**src/rtl/tour_cmd_seq.sv**
```systemverilog
// Knight's-tour command sequencer: fetches one-hot moves and issues a vertical
// then horizontal drive leg per move. Optional legality check: TOUR_MOVE_CHECK_EN.
module tour_cmd_seq #(
   parameter int         NUM_MOVES  = 24,
   parameter int         ADDR_W     = 6,
   parameter logic [3:0] FANFARE_OP = 4'h5
) (
   input  logic              clk,
   input  logic              rst_n,
   input  logic              start_tour,
   input  logic              abort,
   output logic [ADDR_W-1:0] mv_addr,
   input  logic [7:0]        mv_data,
   output logic [15:0]       cmd,
   output logic              cmd_rdy,
   input  logic              clr_cmd_rdy,
   input  logic              send_resp,
   output logic              busy,
   output logic              done,
   output logic              err
);

   typedef enum logic [2:0] {
      IDLE, FETCH, DECODE, VERT, WAIT_V, HORZ, WAIT_H
   } state_t;

   localparam logic [ADDR_W-1:0] LAST  = ADDR_W'(NUM_MOVES - 1);
   localparam logic [7:0]        HDG_N = 8'h00;
   localparam logic [7:0]        HDG_W = 8'h3F;
   localparam logic [7:0]        HDG_S = 8'h7F;
   localparam logic [7:0]        HDG_E = 8'hBF;

   state_t            r_state, w_state_nxt;
   logic [ADDR_W-1:0] r_addr, w_addr_nxt;
   logic [7:0]        r_mv, w_mv_nxt;
   logic [15:0]       r_cmd, w_cmd_nxt;
   logic              r_rdy, w_rdy_nxt;
   logic              r_done, w_done_nxt;
   logic              w_err_nxt;

   logic [2:0]  w_idx;
   logic        w_dx_neg, w_dy_neg;
   logic [1:0]  w_dx_mag, w_dy_mag;
   logic [15:0] w_vcmd, w_hcmd;

   // Lowest set bit wins; an all-zero move falls through to move 0.
   always_comb begin
      w_idx = 3'd0;
      for (int i = 7; i >= 0; i--)
         if (r_mv[i]) w_idx = 3'(i);
   end

   always_comb begin
      w_dx_neg = 1'b0; w_dx_mag = 2'd1;
      w_dy_neg = 1'b0; w_dy_mag = 2'd2;
      case (w_idx)
         3'd0: begin w_dx_neg = 1'b0; w_dx_mag = 2'd1; w_dy_neg = 1'b0; w_dy_mag = 2'd2; end
         3'd1: begin w_dx_neg = 1'b1; w_dx_mag = 2'd1; w_dy_neg = 1'b0; w_dy_mag = 2'd2; end
         3'd2: begin w_dx_neg = 1'b1; w_dx_mag = 2'd2; w_dy_neg = 1'b0; w_dy_mag = 2'd1; end
         3'd3: begin w_dx_neg = 1'b1; w_dx_mag = 2'd2; w_dy_neg = 1'b1; w_dy_mag = 2'd1; end
         3'd4: begin w_dx_neg = 1'b1; w_dx_mag = 2'd1; w_dy_neg = 1'b1; w_dy_mag = 2'd2; end
         3'd5: begin w_dx_neg = 1'b0; w_dx_mag = 2'd1; w_dy_neg = 1'b1; w_dy_mag = 2'd2; end
         3'd6: begin w_dx_neg = 1'b0; w_dx_mag = 2'd2; w_dy_neg = 1'b1; w_dy_mag = 2'd1; end
         default: begin w_dx_neg = 1'b0; w_dx_mag = 2'd2; w_dy_neg = 1'b0; w_dy_mag = 2'd1; end
      endcase
   end

   assign w_vcmd = {4'h4,       (w_dy_neg ? HDG_S : HDG_N), 2'b00, w_dy_mag};
   assign w_hcmd = {FANFARE_OP, (w_dx_neg ? HDG_W : HDG_E), 2'b00, w_dx_mag};

`ifdef TOUR_MOVE_CHECK_EN
   logic w_onehot;
   assign w_onehot = (mv_data != 8'd0) && ((mv_data & (mv_data - 8'd1)) == 8'd0);
`endif

   always_comb begin
      w_state_nxt = r_state;
      w_addr_nxt  = r_addr;
      w_mv_nxt    = r_mv;
      w_cmd_nxt   = r_cmd;
      w_rdy_nxt   = r_rdy;
      w_done_nxt  = 1'b0;
      w_err_nxt   = 1'b0;
      if (abort) begin
         w_state_nxt = IDLE;
         w_rdy_nxt   = 1'b0;
         w_addr_nxt  = '0;
      end else begin
         case (r_state)
            IDLE: begin
               if (start_tour) begin
                  w_state_nxt = FETCH;
                  w_addr_nxt  = '0;
               end
            end
            FETCH: w_state_nxt = DECODE;
            DECODE: begin
`ifdef TOUR_MOVE_CHECK_EN
               if (!w_onehot) begin
                  w_err_nxt   = 1'b1;
                  w_state_nxt = IDLE;
               end else begin
                  w_mv_nxt    = mv_data;
                  w_state_nxt = VERT;
               end
`else
               w_mv_nxt    = mv_data;
               w_state_nxt = VERT;
`endif
            end
            // First cycle of a leg loads the command; clr is only honoured once it is up.
            VERT: begin
               if (!r_rdy) begin
                  w_cmd_nxt = w_vcmd;
                  w_rdy_nxt = 1'b1;
               end else if (clr_cmd_rdy) begin
                  w_rdy_nxt   = 1'b0;
                  w_state_nxt = WAIT_V;
               end
            end
            WAIT_V: if (send_resp) w_state_nxt = HORZ;
            HORZ: begin
               if (!r_rdy) begin
                  w_cmd_nxt = w_hcmd;
                  w_rdy_nxt = 1'b1;
               end else if (clr_cmd_rdy) begin
                  w_rdy_nxt   = 1'b0;
                  w_state_nxt = WAIT_H;
               end
            end
            WAIT_H: begin
               if (send_resp) begin
                  if (r_addr == LAST) begin
                     w_state_nxt = IDLE;
                     w_done_nxt  = 1'b1;
                  end else begin
                     w_addr_nxt  = r_addr + 1'b1;
                     w_state_nxt = FETCH;
                  end
               end
            end
            default: w_state_nxt = IDLE;
         endcase
      end
   end

   always_ff @(posedge clk or negedge rst_n) begin
      if (!rst_n) begin
         r_state <= IDLE;
         r_addr  <= '0;
         r_mv    <= '0;
         r_cmd   <= 16'h0000;
         r_rdy   <= 1'b0;
         r_done  <= 1'b0;
      end else begin
         r_state <= w_state_nxt;
         r_addr  <= w_addr_nxt;
         r_mv    <= w_mv_nxt;
         r_cmd   <= w_cmd_nxt;
         r_rdy   <= w_rdy_nxt;
         r_done  <= w_done_nxt;
      end
   end

`ifdef TOUR_MOVE_CHECK_EN
   logic r_err;
   always_ff @(posedge clk or negedge rst_n) begin
      if (!rst_n) r_err <= 1'b0;
      else        r_err <= w_err_nxt;
   end
   assign err = r_err;
`else
   logic w_err_unused;
   assign w_err_unused = w_err_nxt;
   assign err = 1'b0;
`endif

   assign mv_addr = r_addr;
   assign cmd     = r_cmd;
   assign cmd_rdy = r_rdy;
   assign busy    = (r_state != IDLE);
   assign done    = r_done;

endmodule

```
**config.mk**
```make
export PLATFORM = sky130hd
export DESIGN_NAME = tour_cmd_seq
export DESIGN_NICKNAME = d
export VERILOG_FILES = /design/src/rtl/tour_cmd_seq.sv
export SDC_FILE = /design/constraint.sdc
export NUM_CORES = 1
export LEC_CHECK = 0
export BUFFER_PORTS_ARGS = -buffer_cell sky130_fd_sc_hd__buf_2
export CAP_MARGIN = 15
export CORE_MARGIN = 2
export CORE_UTILIZATION = 55
export DETAILED_ROUTE_END_ITERATION = 7
export PLACE_DENSITY = 0.8
export SYNTH_ARGS = -nofsm -noshare
export SYNTH_HDL_FRONTEND = slang
export SYNTH_SLANG_ARGS = --single-unit
```
**constraint.sdc**
```tcl
create_clock -name clk -period 3.12 [get_ports clk]
set_input_delay 0.624 -clock clk [delete_from_list [all_inputs] [get_ports clk]]
set_output_delay 0.624 -clock clk [all_outputs]
set_load 0.05 [all_outputs]
```
==> qor.csv <==
metric,value,unit
Iter 0 DRT Violations,30,
Worst Reg2Reg Path Length in Cells,5,
post_cts resized,0,
H-tree Lvls,1,
leakage,0.7722,nW
final worst slack,1032,ps
final RePlAce weighted congestion,0.8653,
setup violators final,0,
number of max-cap violations,0,
"commonest non-fill, non-tap cells in the layout","buf_2 (34), dfrtp_1 (26), nand2_1 (17)",
slew margin rel.,56.53,%
Pwr Density,618.4,mW/mm^2
"Clk pin slew, worst setup/hold paths",140,ps
skew final,9.527,ps
launch point of the worst reg-to-reg path,r_state[1],
final period utilization,66.93,%
Final Hold Vio Count,0,
post-synthesis cell count,152,
"FF+latch count, synth",26,
Num CTS Buffers,3,
actual slew at the worst max-slew pin,635.6,ps
hold bufs inserted after CTS,0,
Initial Util,58.38,%
dominant cells by area after synthesis,"dfrtp_1 (45%), mux2_2 (6.2%), buf_4 (5.2%), nand2_1 (4.4%), nor2_1 (3.6%)",
Worst VDD drop,0.6403,mV
"Seq/Total Area, Yosys",44.98,%
Ports,40,
vias in the first global route,1143,
Core Footprint,0.002477,sq mm
Hold Path Class,input port to asynchronous set/reset pin,
post-CTS setup buffer count,0,
CP Capture Type,primary output,
first-pass GRT wire length,5.154,mm
DP HPWL,2.249,mm
kind of critical path,flip-flop to primary output,
"worst slack, placed",1167,ps
CP max FO,14,
die width,55.28,um
IO Port Bufs,34,
Ys Warns,0,
CTS root buffer,clkbuf_4,
Vias,1224,
Crit. Startpoint,r_state[0],
crit path DAT,1460,ps
DRC viols,0,
Routed WL,3.046,mm
status,completed,
RSZ-0062 raised after global routing,false,
count of different cell masters after synthesis,37,
"Slew Viols, Final",0,
Post-DRT Antenna Nets,0,
setup TNS,0,ps
Final nets,194,
Ant. Diodes,0,
clk sinks,26,
# rows,18,
initial antenna violation count,0,
Synth area leader,dfrtp_1,
vias per cell,5.885,
CP startpoint kind,flip-flop,
Final Power,998.1,uW
Routed WL per cell,14.64,um
DR pass1 iterations,4,
minimum clock period,2088,ps
die area,0.003056,sq mm
CTS tree,yes,
worst skew pair latency,320,ps
layout cells sized above 1,28.09,%
GRT Total Usage,21.04,%
P&R area growth vs syn,11.59,%
pin count of the biggest net entering global routing,27,
"most common cell after layout, fill and taps aside",buf_2,
Die Span Y,55.28,um
Mean Syn Cell Area,9.516,sq um
Synth Cell Area,0.001446,sq mm
clock buffer depth,2,
Achievable Freq,0.4789,GHz
WP data required,2500,ps
gr ovfl total,0,
Synth top area share,44.98,%
per-layer routing:
layer	global-route usage [%]	routed length (um)	part of all wire, %	vias to the layer above
met5	0	0	0	-
met3	3.279	174	5.7	2
met1	25.27	1295	43	594
met4	6.969	12	0.39	0
met2	38.10	1564	51	48
li1	-	-	-	580
worst paths after layout:
kind,to,slack (ps)
max reg2reg,mv_addr[3],1190
max,busy,1030
min in group clk,cmd[14],480
max in group asynchronous,mv_addr[3],2470
min,r_mv[7],270
min reg2reg,cmd[14],480
Yosys cell counts:
library cell	number
nand3b_1	3
buf_6	1
nand2_1	17
a21o_1	2
a21oi_1	4
nand3_1	7
nor2b_1	1
and2_1	2
a22oi_1	1
mux2_2	8
a221o_1	1
conb_1	1
nand2b_1	4
clkbuf_1	3
or3b_1	2
nor3b_1	1
or3b_4	1
nor3_1	6
o21ai_0	6
o21ai_1	5
dfrtp_1	26
nor3_2	1
buf_2	2
o31ai_1	4
and3_1	2
ha_1	1
mux2i_1	3
a2111oi_0	2
buf_4	10
and4bb_2	1
nor4_1	3
a221oi_4	1
or3_1	1
nor2_1	14
a31oi_1	2
inv_1	2
o22ai_1	1
logic make-up (layout without fill, tap and decap cells):
| group | Yosys count | after routing | share of synthesized area (%) |
|---|---|---|---|
| AND/OR/NAND/NOR | 66 | 66 | 23.79 |
| AO/OA/AOI/OAI | 29 | 29 | 13.84 |
| flip-flops | 26 | 26 | 44.98 |
| buffers and inverters | 18 | 40 | 7.958 |
| multiplexers | 11 | 11 | 8.305 |
| adder cells (fa/ha/maj) | 1 | 1 | 0.8649 |
| other | 1 | 5 | 0.2593 |
report_power, final:
group | leakage [nW] | internal [mW] | switching, mW
sequential | 0.332 | 0.402 | 0.0639
combinational | 0.413 | 0.0997 | 0.202
clock | 0.0279 | 0.130 | 0.100
through the flow:
stage / instances / hold WS (ps) / cell area [sq um] / utilization [%]
after floorplan: 156 / 328.4 / 1461 / -
after global placement: 204 / 447.6 / 1562 / 63.03
after detailed placement: 204 / 447.1 / 1562 / 63.03
after CTS: 208 / 279.6 / 1614 / 65.15
after global routing: 208 / 284.4 / 1614 / 65.15
final: 208 / 269.6 / 1614 / 65.15
area by class of cell:
cell class	instances	area, sq um
Clock buffer	3	22.52
Clock inverter	1	30.03
Fill cell	215	863.3
Inverter	2	7.507
Multi-Input combinational cell	112	695.7
Sequential cell	26	650.6
Tap cell	30	37.54
Timing Repair Buffer	34	170.2
critical path, stage by stage, from the launching register on:
cell and delay, ps:
dfrtp_1 670, nor2_1 130, nand2_1 90, buf_2 260
flip-flops by register name, summed over array words and instances, names as in the netlist:
| name | cells |
|---|---|
| r_mv | 8 |
| cmd | 7 |
| mv_addr | 6 |
| r_state | 3 |
| cmd_rdy | 1 |
| done | 1 |
No activity file was read; power rests on OpenSTA's default activity.
